$ cat src/rtl/dlp_pkg.sv
// Shared constants, pixel type and FSM encoding for the display prefetch path.
package dlp_pkg;
  localparam int DW    = 24;
  localparam int DEPTH = 64;
  localparam int AW    = 6;
  localparam int BURST = 8;
  localparam int PRIME = 32;

  typedef logic [DW-1:0] pixel_t;

  typedef enum logic [1:0] {
    ST_PREFETCH = 2'd0,
    ST_STREAM   = 2'd1,
    ST_FLUSH    = 2'd2
  } state_e;
endpackage

$ cat src/rtl/pf_fifo_mem.sv
// DEPTH x DW dual-port pixel storage: synchronous write, registered read.
module pf_fifo_mem
  import dlp_pkg::*;
(
  input  logic          clk,
  input  logic          rst_n,
  input  logic          wr_en,
  input  logic [AW-1:0] wr_addr,
  input  pixel_t        wr_data,
  input  logic          rd_en,
  input  logic [AW-1:0] rd_addr,
  output pixel_t        rd_data
);
  pixel_t mem_q [DEPTH];
  pixel_t rd_data_q;

  always_ff @(posedge clk) begin
    if (wr_en) mem_q[wr_addr] <= wr_data;
  end

  // Output register holds the last popped pixel until the next pop.
  always_ff @(posedge clk or negedge rst_n) begin
    if (!rst_n)     rd_data_q <= '0;
    else if (rd_en) rd_data_q <= mem_q[rd_addr];
  end

  assign rd_data = rd_data_q;
endmodule

$ cat src/rtl/pixel_prefetch_fifo.sv
// Credit-controlled DDR2 burst prefetch FIFO feeding the pixel generator; flushes on eov.
module pixel_prefetch_fifo
  import dlp_pkg::*;
(
  input  logic        clk,
  input  logic        rst_n,
  input  logic        eov,
  input  logic        load_ready,
  output pixel_t      load_data,
  output logic        load_valid,
  output logic        local_rd_req,
  input  logic        local_rd_ready,
  input  pixel_t      local_rd_data,
  input  logic        local_rd_valid,
  output logic [AW:0] level,
  output logic        primed,
  output logic        underflow,
  output logic        overflow
);
  localparam int SW = AW + 3;

  state_e        state_q, state_d;
  logic [AW-1:0] wr_ptr_q, wr_ptr_d, rd_ptr_q, rd_ptr_d;
  logic [AW:0]   level_q, level_d, outstanding_q, outstanding_d;
  logic          load_valid_q, load_valid_d, primed_q, primed_d;
  logic          underflow_q, underflow_d, overflow_q, overflow_d;
  logic          run_q;
  logic          full, empty, in_flush, accept, push, pop;
  logic [SW-1:0] credit_sum;

  assign full       = (level_q == (AW+1)'(DEPTH));
  assign empty      = (level_q == '0);
  assign in_flush   = (state_q == ST_FLUSH);
  assign credit_sum = SW'(level_q) + SW'(outstanding_q) + SW'(BURST);
  // run_q keeps the request low while reset is asserted and until the first clock after it.
  assign local_rd_req = run_q && !in_flush && (credit_sum <= SW'(DEPTH));
  assign accept       = local_rd_req && local_rd_ready;
  assign push         = local_rd_valid && !in_flush && !full;
  assign pop          = (state_q == ST_STREAM) && load_ready && !empty && !eov;

  always_comb begin
    state_d       = state_q;
    wr_ptr_d      = wr_ptr_q;
    rd_ptr_d      = rd_ptr_q;
    level_d       = level_q;
    outstanding_d = outstanding_q;
    primed_d      = primed_q;
    underflow_d   = underflow_q;
    overflow_d    = overflow_q;
    load_valid_d  = pop;

    if (accept) outstanding_d = outstanding_d + (AW+1)'(BURST);
    // A stray return with nothing owed must not wrap the credit counter.
    if (local_rd_valid && (outstanding_q != '0)) outstanding_d = outstanding_d - (AW+1)'(1);
    if (local_rd_valid && !in_flush && full) overflow_d = 1'b1;
    if ((state_q == ST_STREAM) && load_ready && empty && !eov) underflow_d = 1'b1;

    if (push) wr_ptr_d = wr_ptr_q + AW'(1);
    if (pop)  rd_ptr_d = rd_ptr_q + AW'(1);
    if (push && !pop)      level_d = level_q + (AW+1)'(1);
    else if (pop && !push) level_d = level_q - (AW+1)'(1);

    case (state_q)
      ST_PREFETCH: begin
        if (!eov && (level_d >= (AW+1)'(PRIME))) begin
          state_d  = ST_STREAM;
          primed_d = 1'b1;
        end
      end
      ST_STREAM: ;
      ST_FLUSH: begin
        if (outstanding_d == '0) state_d = ST_PREFETCH;
      end
      default: state_d = ST_PREFETCH;
    endcase

    if (eov && !in_flush) begin
      state_d  = ST_FLUSH;
      wr_ptr_d = '0;
      rd_ptr_d = '0;
      level_d  = '0;
      primed_d = 1'b0;
    end
  end

  always_ff @(posedge clk or negedge rst_n) begin
    if (!rst_n) begin
      state_q       <= ST_PREFETCH;
      wr_ptr_q      <= '0;
      rd_ptr_q      <= '0;
      level_q       <= '0;
      outstanding_q <= '0;
      load_valid_q  <= 1'b0;
      primed_q      <= 1'b0;
      underflow_q   <= 1'b0;
      overflow_q    <= 1'b0;
      run_q         <= 1'b0;
    end else begin
      state_q       <= state_d;
      wr_ptr_q      <= wr_ptr_d;
      rd_ptr_q      <= rd_ptr_d;
      level_q       <= level_d;
      outstanding_q <= outstanding_d;
      load_valid_q  <= load_valid_d;
      primed_q      <= primed_d;
      underflow_q   <= underflow_d;
      overflow_q    <= overflow_d;
      run_q         <= 1'b1;
    end
  end

  pf_fifo_mem u_mem (
    .clk     (clk),
    .rst_n   (rst_n),
    .wr_en   (push),
    .wr_addr (wr_ptr_q),
    .wr_data (local_rd_data),
    .rd_en   (pop),
    .rd_addr (rd_ptr_q),
    .rd_data (load_data)
  );

  assign load_valid = load_valid_q;
  assign level      = level_q;
  assign primed     = primed_q;
  assign underflow  = underflow_q;
  assign overflow   = overflow_q;
endmodule

$ cat config.mk
export PLATFORM = sky130hd
export DESIGN_NAME = pixel_prefetch_fifo
export DESIGN_NICKNAME = d
export VERILOG_FILES = /design/src/rtl/dlp_pkg.sv /design/src/rtl/pf_fifo_mem.sv /design/src/rtl/pixel_prefetch_fifo.sv
export SDC_FILE = /design/constraint.sdc
export NUM_CORES = 2
export LEC_CHECK = 0
export BUFFER_PORTS_ARGS = -buffer_cell sky130_fd_sc_hd__buf_2
export CAP_MARGIN = 20
export CELL_PAD_IN_SITES_DETAIL_PLACEMENT = 0
export CELL_PAD_IN_SITES_GLOBAL_PLACEMENT = 1
export CORE_UTILIZATION = 50
export CTS_CLUSTER_DIAMETER = 100
export DETAILED_ROUTE_END_ITERATION = 12
export PLACE_DENSITY = 0.67
export SYNTH_ARGS = -nofsm -noshare
export SYNTH_HDL_FRONTEND = slang
export SYNTH_SLANG_ARGS = --single-unit
$ cat constraint.sdc
create_clock -name clk -period 5.82 [get_ports clk]
set_clock_uncertainty 0.05 [all_clocks]
set_input_delay 1.164 -clock clk [delete_from_list [all_inputs] [get_ports clk]]
set_output_delay 1.164 -clock clk [all_outputs]
set_load 0.005 [all_outputs]
=== Word level (Yosys, flattened, before mapping) ===
Memories as Yosys holds them, arrays and structs flattened. A register that Yosys moved wholly into a read port is not among the register bits.
Cells that the tools add are included.

* Memories: 1
* Bits in latches: 0
* Logic and storage cells: 78
* Input bits: 30
* Output and inout port bits: 36
* ROM bits: 0
* Bits in registers: 33
* RAM bits: 1536

{| class="wikitable"
|+ Memory list
! name !! words !! width !! read ports !! clocked after memory_dff !! wr ports !! RTL line !! text
|-
| u_mem.mem_q || 64 || 24 || 1 || 1 || 1 || pf_fifo_mem.sv:14 || <nowiki>pixel_t mem_q [DEPTH];</nowiki>
|}

* Eq/ne operators: 6
* Add/sub/neg operators: 8
* Bitwise gates (word level): 0
* Muxes and demuxes: 18
* Magnitude comparators: 2
* Shift-type cells: 0
* Divide/modulo/power cells: 0
* Multipliers: 0
* Reduce and logical (&&, ||, !) cells: 33

{| class="wikitable"
|+ Operators by type and width
! cell !! count
|-
| 7-bit 2-to-1 mux || 5
|-
| 6-bit 2-to-1 mux || 4
|-
| 1-bit logical AND || 16
|-
| 7-bit zero test || 2
|-
| 7-bit by 1-bit subtractor with 7-bit output, second input constant || 2
|-
| 6-bit by 1-bit adder with 6-bit output, second input constant || 2
|-
| 8-bit by 4-bit adder with 9-bit output, second input constant || 1
|-
| 9-bit by 7-bit less-or-equal comparator with 1-bit output, second input constant || 1
|-
| 7-bit by 7-bit adder with 8-bit output || 1
|-
| 2-bit nonzero test || 4
|-
| 7-bit by 1-bit adder with 7-bit output, second input constant || 1
|-
| 7-bit by 4-bit adder with 7-bit output, second input constant || 1
|-
| 7-bit equality test, second input constant || 1
|-
| 7-bit by 6-bit >= comparator with 1-bit output, second input constant || 1
|-
| 1-bit zero test || 7
|-
| 7-bit nonzero test || 1
|-
| 2-bit 2-to-1 mux || 3
|-
| 2-bit one-hot mux with 3 select lines || 1
|-
| 1-bit 2-to-1 mux || 5
|-
| 3-bit by 1-bit != test with 1-bit output, second input constant || 1
|-
| 3-bit != test, second input constant || 1
|-
| 3-bit AND reduction || 1
|-
| 2-bit by 1-bit equality test with 1-bit output, second input constant || 1
|-
| 2-bit equality test, second input constant || 1
|-
| other kinds (3) || 3
|}

=== Depth between registers and ports, before layout ===
* Depth in word-level cells: 13
* Gate-level depth with buffers: 13
* Mapped depth without buffers: 12

=== By module ===
Synthesis repeated with hierarchy kept, for this count alone.

* Cells, all modules: 3154
* Area, all modules: 62434.9 µm²

{| class="wikitable"
|+ Modules (own cells, without submodules)
! module !! times used !! cells an instance !! area each (µm²) !! seq. area each (µm²)
|-
| pf_fifo_mem || 1 || 2908 || 60172.7 || 46724.8
|-
| pixel_prefetch_fifo || 1 || 246 || 2262.2 || 825.8
|}

=== Worst setup path before layout ===
Ideal clock, no wire load.

* Kind: input to register
* From: input local_rd_valid
* To: memory u_mem.mem_q[63][0] (netlist bit), enable pin
* Slack: 2.295 ns
* Setup time: 0.405 ns
* Stages: 6
* Required time: 5.365 ns
* Arrival time: 3.071 ns
* Path through: o311a_1 buf_6 and2_0 clkbuf_1 nand3_1 nor2_1

* Longest elaborated chain between the ends: 4

{| class="wikitable"
|+ RTL lines
! item !! RTL line !! text
|-
| start, declared || pixel_prefetch_fifo.sv:14 || <nowiki>input logic local_rd_valid,</nowiki>
|-
| 1-bit logical AND (2 in a row) || pixel_prefetch_fifo.sv:38 || <nowiki>assign push = local_rd_valid && !in_flush && !full;</nowiki>
|-
| 1-bit 2-to-1 mux || pf_fifo_mem.sv:18 || <nowiki>if (wr_en) mem_q[wr_addr] <= wr_data;</nowiki>
|-
| 1-bit 2-to-1 mux (not written as such) || pf_fifo_mem.sv:18 ||
|-
| end, declared || pf_fifo_mem.sv:14 ||
|}

Every way passes these cells.

=== Worst setup path in the final report ===
* From: register outstanding_q[3]
* To: output local_rd_req

* Longest elaborated chain between the ends: 4

{| class="wikitable"
|+ RTL lines
! item !! RTL line !! text
|-
| start, declared || pixel_prefetch_fifo.sv:24 || <nowiki>logic [AW:0] level_q, level_d, outstanding_q, outstanding_d;</nowiki>
|-
| start signal, assigned || pixel_prefetch_fifo.sv:103 || <nowiki>outstanding_q <= outstanding_d;</nowiki>
|-
| 7-bit by 7-bit adder with 8-bit output || pixel_prefetch_fifo.sv:34 || <nowiki>assign credit_sum = SW'(level_q) + SW'(outstanding_q) + SW'(BURST);</nowiki>
|-
| 8-bit by 4-bit adder with 9-bit output || pixel_prefetch_fifo.sv:34 ||
|-
| 9-bit by 7-bit less-or-equal comparator with 1-bit output || pixel_prefetch_fifo.sv:36 || <nowiki>assign local_rd_req = run_q && !in_flush && (credit_sum <= SW'(DEPTH));</nowiki>
|-
| 1-bit logical AND || pixel_prefetch_fifo.sv:36 ||
|-
| end, declared || pixel_prefetch_fifo.sv:11 || <nowiki>output logic local_rd_req,</nowiki>
|}

Every way passes these cells.

==> metrics.md <==
| Metric | Value |
|---|---|
| Unique masters post-synth | 57 |
| PortBufs | 65 |
| Total number of vias | 27.9k |
| Final WS setup | 1190 ps |
| Netlist Area Pre-Place | 0.0615 sq mm |
| Initial Util | 0.504 |
| Grt total ovfl | 0 |
| XOR/XNOR Fraction of Synth Area | 0.00356 |
| RSZ-0062 raised after global routing | no |
| Post-Place Cells | 4,256 |
| Synthesized instance count | 2,593 |
| Avg Synthesized Cell Area | 23.7 sq um |
| Skew-Pair Late Insertion Delay | 790 ps |
| GRT busiest layer | met2 |
| Post-Synth Adder-Cell Area | 0.00440 |
| Slew headroom | 0.236 |
| Layout cells sized above 1 | 0.336 |
| Simple-gate portion of the synthesized area | 0.0180 |
| DP HPWL | 78.7 mm |
| Crit-path slowest cell | dfrtp_1 |
| Vias in the first global route | 28.6k |
| Area Overhead vs Synth | 13.2% |
| Sw Share | 0.203 |
| Clock share of power | 0.427 |
| CORE AREA | 0.122 sq mm |
| Total Routing Usage GR | 0.237 |
| Pins Over Slew Limit | 0 |
| Chip width | 353 um |
| Post-synth top area cell | edfxtp_1 |
| P_int | 0.0185 W |
| Min-delay src | overflow |
| Core Rows | 128 |
| Hold Path End | overflow |
| Sequential Power Share | 0.546 |
| Initial antenna violation count | 15 |
| # setup viols final | 0 |
| Hold buffers post-CTS | 0 |
| Max-cap violation count | 0 |
| Hold_ws | 419 ps |
| Top cells by area, synth | edfxtp_1 75%, mux4_2 18%, dfrtp_1 2.3%, nand2_1 0.61%, nor2_1 0.59% |
| Post-route clock period utilization | 0.795 |
| CTS tree | built |
| CTS clock-pin slew for the worst setup and hold paths | 60 ps |
| Fraction of synthesized area in multiplexers | 0.185 |
| Crit path arrival time | 3410 ps |
| DRT Wirelength | 144 mm |
| Main combinational cell family by area after synthesis | multiplexers |
| Worst setup SP type | register |
| Placed cell areas | 0.0644 sq mm |
| DR pass1 iterations | 5 |
| Status | finished, final reports clean |
| Pre-CTS WS | 1380 ps |
| WS Path Type | register to output port |
| Worst r2r path cells | 8 |
| Root Driver | clkbuf_16 |
| ANT nets after route | 0 |
| Compound-Gate Fraction of Synth Area | 0.00476 |
| First-pass GRT wire length | 206 mm |
| Final cell count without fillers | 4,553 |
| Peak supply drop | 0.000284 V |
| Syn_nets | 2,644 |
| Power per Cell Area | 333 mW/mm^2 |
| Net Switching | 0.00471 W |
| Main synth FF type | edfxtp_1 |
| Largest net degree at the start of global routing | 65 |
| Worst-Margin Slew | 1150 ps |
| Number of synthesized flops with an enable pin | 1,536 |
| Reg-to-reg endpoint | u_mem.mem_q[23][23] |
| Worst r2r src | level[1] |
| Share of the synthesized area in the top cell type | 0.750 |
| Leakage | 21.4 nW |
| Met1 GRT Util | 0.327 |
| Worst Path Max Fanout | 13 |
| Die Y | 353 um |
| Post-synthesis sequential area ratio | 0.774 |
| DRC viols | 0 |
| GR Util met2 | 0.373 |
| Final instance area | 0.0696 sq mm |
| Fin. Hold Viols | 0 |
| Initial DRC count | 3,046 |
| Total CTS buffers | 159 |
| Setup crit end kind | output port |
| GPL Wtd Cong | 0.844 |
| Final #Nets | 2,850 |
| Gate power share | 0.027 |
| Fillers | 8,665 |
| Vias per inst | 6.12 |
| Worst reg-to-reg setup slack | 1670 ps |
| Worst path max stage delay | 560 ps |
| Total I/O pin count | 66 |
| Final min period | 4630 ps |
| Setup bufs post-CTS | 0 |
| CTS H-tree depth | 4 |
| Fmax | 0.216 GHz |
| Hold-critical path depth | 1 |
| Clk sink count | 1,593 |
| Req. time, crit path | 4610 ps |
| Commonest non-fill, non-tap cell in the layout | edfxtp_1 |
| GR Util met3 | 0.0627 |
| WL/cell | 31.6 um |
| Die ar. | 0.124 sq mm |
| Hold Path Class | register to register |
| Ys Warns | 0 |
| Total negative setup slack | 0 ps |
| Most frequent cells in the layout | 1,536 x edfxtp_1, 504 x mux4_2, 162 x clkbuf_16 |
| Post-synth ARST share | 0.0358 |
| CTS Buffer Depth | 3 |
| Worst-path cell chain | inv_1 > ha_1 > inv_1 > ha_1 > nor2b_1 > o31a_1 > o211a_1 > o2111ai_1 > nand2_1 > nand2_1 > nor2_1 > buf_2 |
| FF+latch count, synth | 1,593 |
| Post-cts resize count | 0 |
-- worst max-delay path, delay by kind of cell, from the launching register on --
| family | cells | cell delay [ps] |
|---|---|---|
| adders and majority gates | 2 | 620 |
| DFF | 1 | 560 |
| buffers and inverters | 3 | 350 |
| and+or+nand+nor | 4 | 370 |
| AOI/OAI and AO/OA | 3 | 720 |
-- cells by family (layout without fill, tap and decap cells) --
| group | after synthesis | in the layout |
|---|---|---|
| muxes | 508 | 508 |
| other | 1 | 7 |
| xor gates and xnor gates | 25 | 25 |
| adders and majority gates | 21 | 21 |
| buffers and inverters | 152 | 481 |
| AOI/OAI and AO/OA | 39 | 39 |
| DFF | 1593 | 1593 |
| and+or+nand+nor | 254 | 254 |
-- final cells by class --
class                           count  area [sq um]  share of cell area
Timing Repair Buffer              177          1410              0.0202
Sequential cell                  1593         47600               0.684
Multi-Input combinational cell    848         13500               0.194
Clock inverter                     83           788              0.0113
Antenna cell                        6          15.0            0.000216
Inverter                           20          75.1             0.00108
Tap cell                         1625          2030              0.0292
Clock buffer                      201          4210              0.0605
-- per-stage QoR --
stage                     total power (W)  utilization
final                              0.0232        0.571
after global placement             0.0135        0.529
after detailed placement           0.0135        0.529
after CTS                          0.0233        0.570
after floorplan                    0.0132            -
after global routing               0.0239        0.571
-- flip-flops by register name (all words and copies together) (netlist names) --
register       cells
level              7
u_mem.rd_data     24
wr_ptr_q           6
primed             1
load_valid         1
outstanding_q      7
overflow           1
underflow          1
rd_ptr_q           6
run_q              1
state_q            2
u_mem.mem_q     1536
-- power by group through the flow --
stage | Clock, W | Combinational (W) | Sequential, W
3_5_place_dp | 0 | 0.000615 | 0.0129
5_1_grt | 0.0105 | 0.000702 | 0.0127
3_3_place_gp | 0 | 0.000583 | 0.0129
4_1_cts | 0.0101 | 0.000617 | 0.0127
6_report | 0.00988 | 0.000626 | 0.0127
2_1_floorplan | 0 | 0.000323 | 0.0129
-- cell usage after synthesis, drive strengths merged (2+ instances only) --
master	number
a211oi	4
a21oi	5
a31o	2
a31oi	2
and2	4
buf	62
clkbuf	70
dfrtp	57
edfxtp	1536
ha	20
inv	20
mux2i	3
mux4	504
nand2	100
nand2b	4
nand3	8
nand3b	2
nand4	3
nand4b	2
nor2	96
nor2b	8
nor3	11
nor4	5
o211ai	2
o21ai	5
o21bai	2
o22ai	4
o31ai	2
or2	3
or3	2
or4	2
xnor2	14
xor2	11
-- worst max-delay path by stage --
stage | start | to | slack, ps | cells after the start
finish | outstanding_q[3] | local_rd_req | 1190 | 12
CTS | outstanding_q[3] | local_rd_req | 1180 | 12
floorplan | local_rd_valid | u_mem.mem_q[63][0] | 2290 | 6
global route | outstanding_q[3] | local_rd_req | 1060 | 12
global placement | local_rd_valid | u_mem.mem_q[23][12] | 1420 | 6
detailed placement | local_rd_valid | u_mem.mem_q[23][18] | 1380 | 6
-- per-layer routing --
layer | wire length [um] | share of wire
met3 | 12400 | 0.086
met5 | 333 | 0.0023
met4 | 3320 | 0.023
met2 | 69800 | 0.49
met1 | 58000 | 0.40
(Power assumes the default switching activity.)
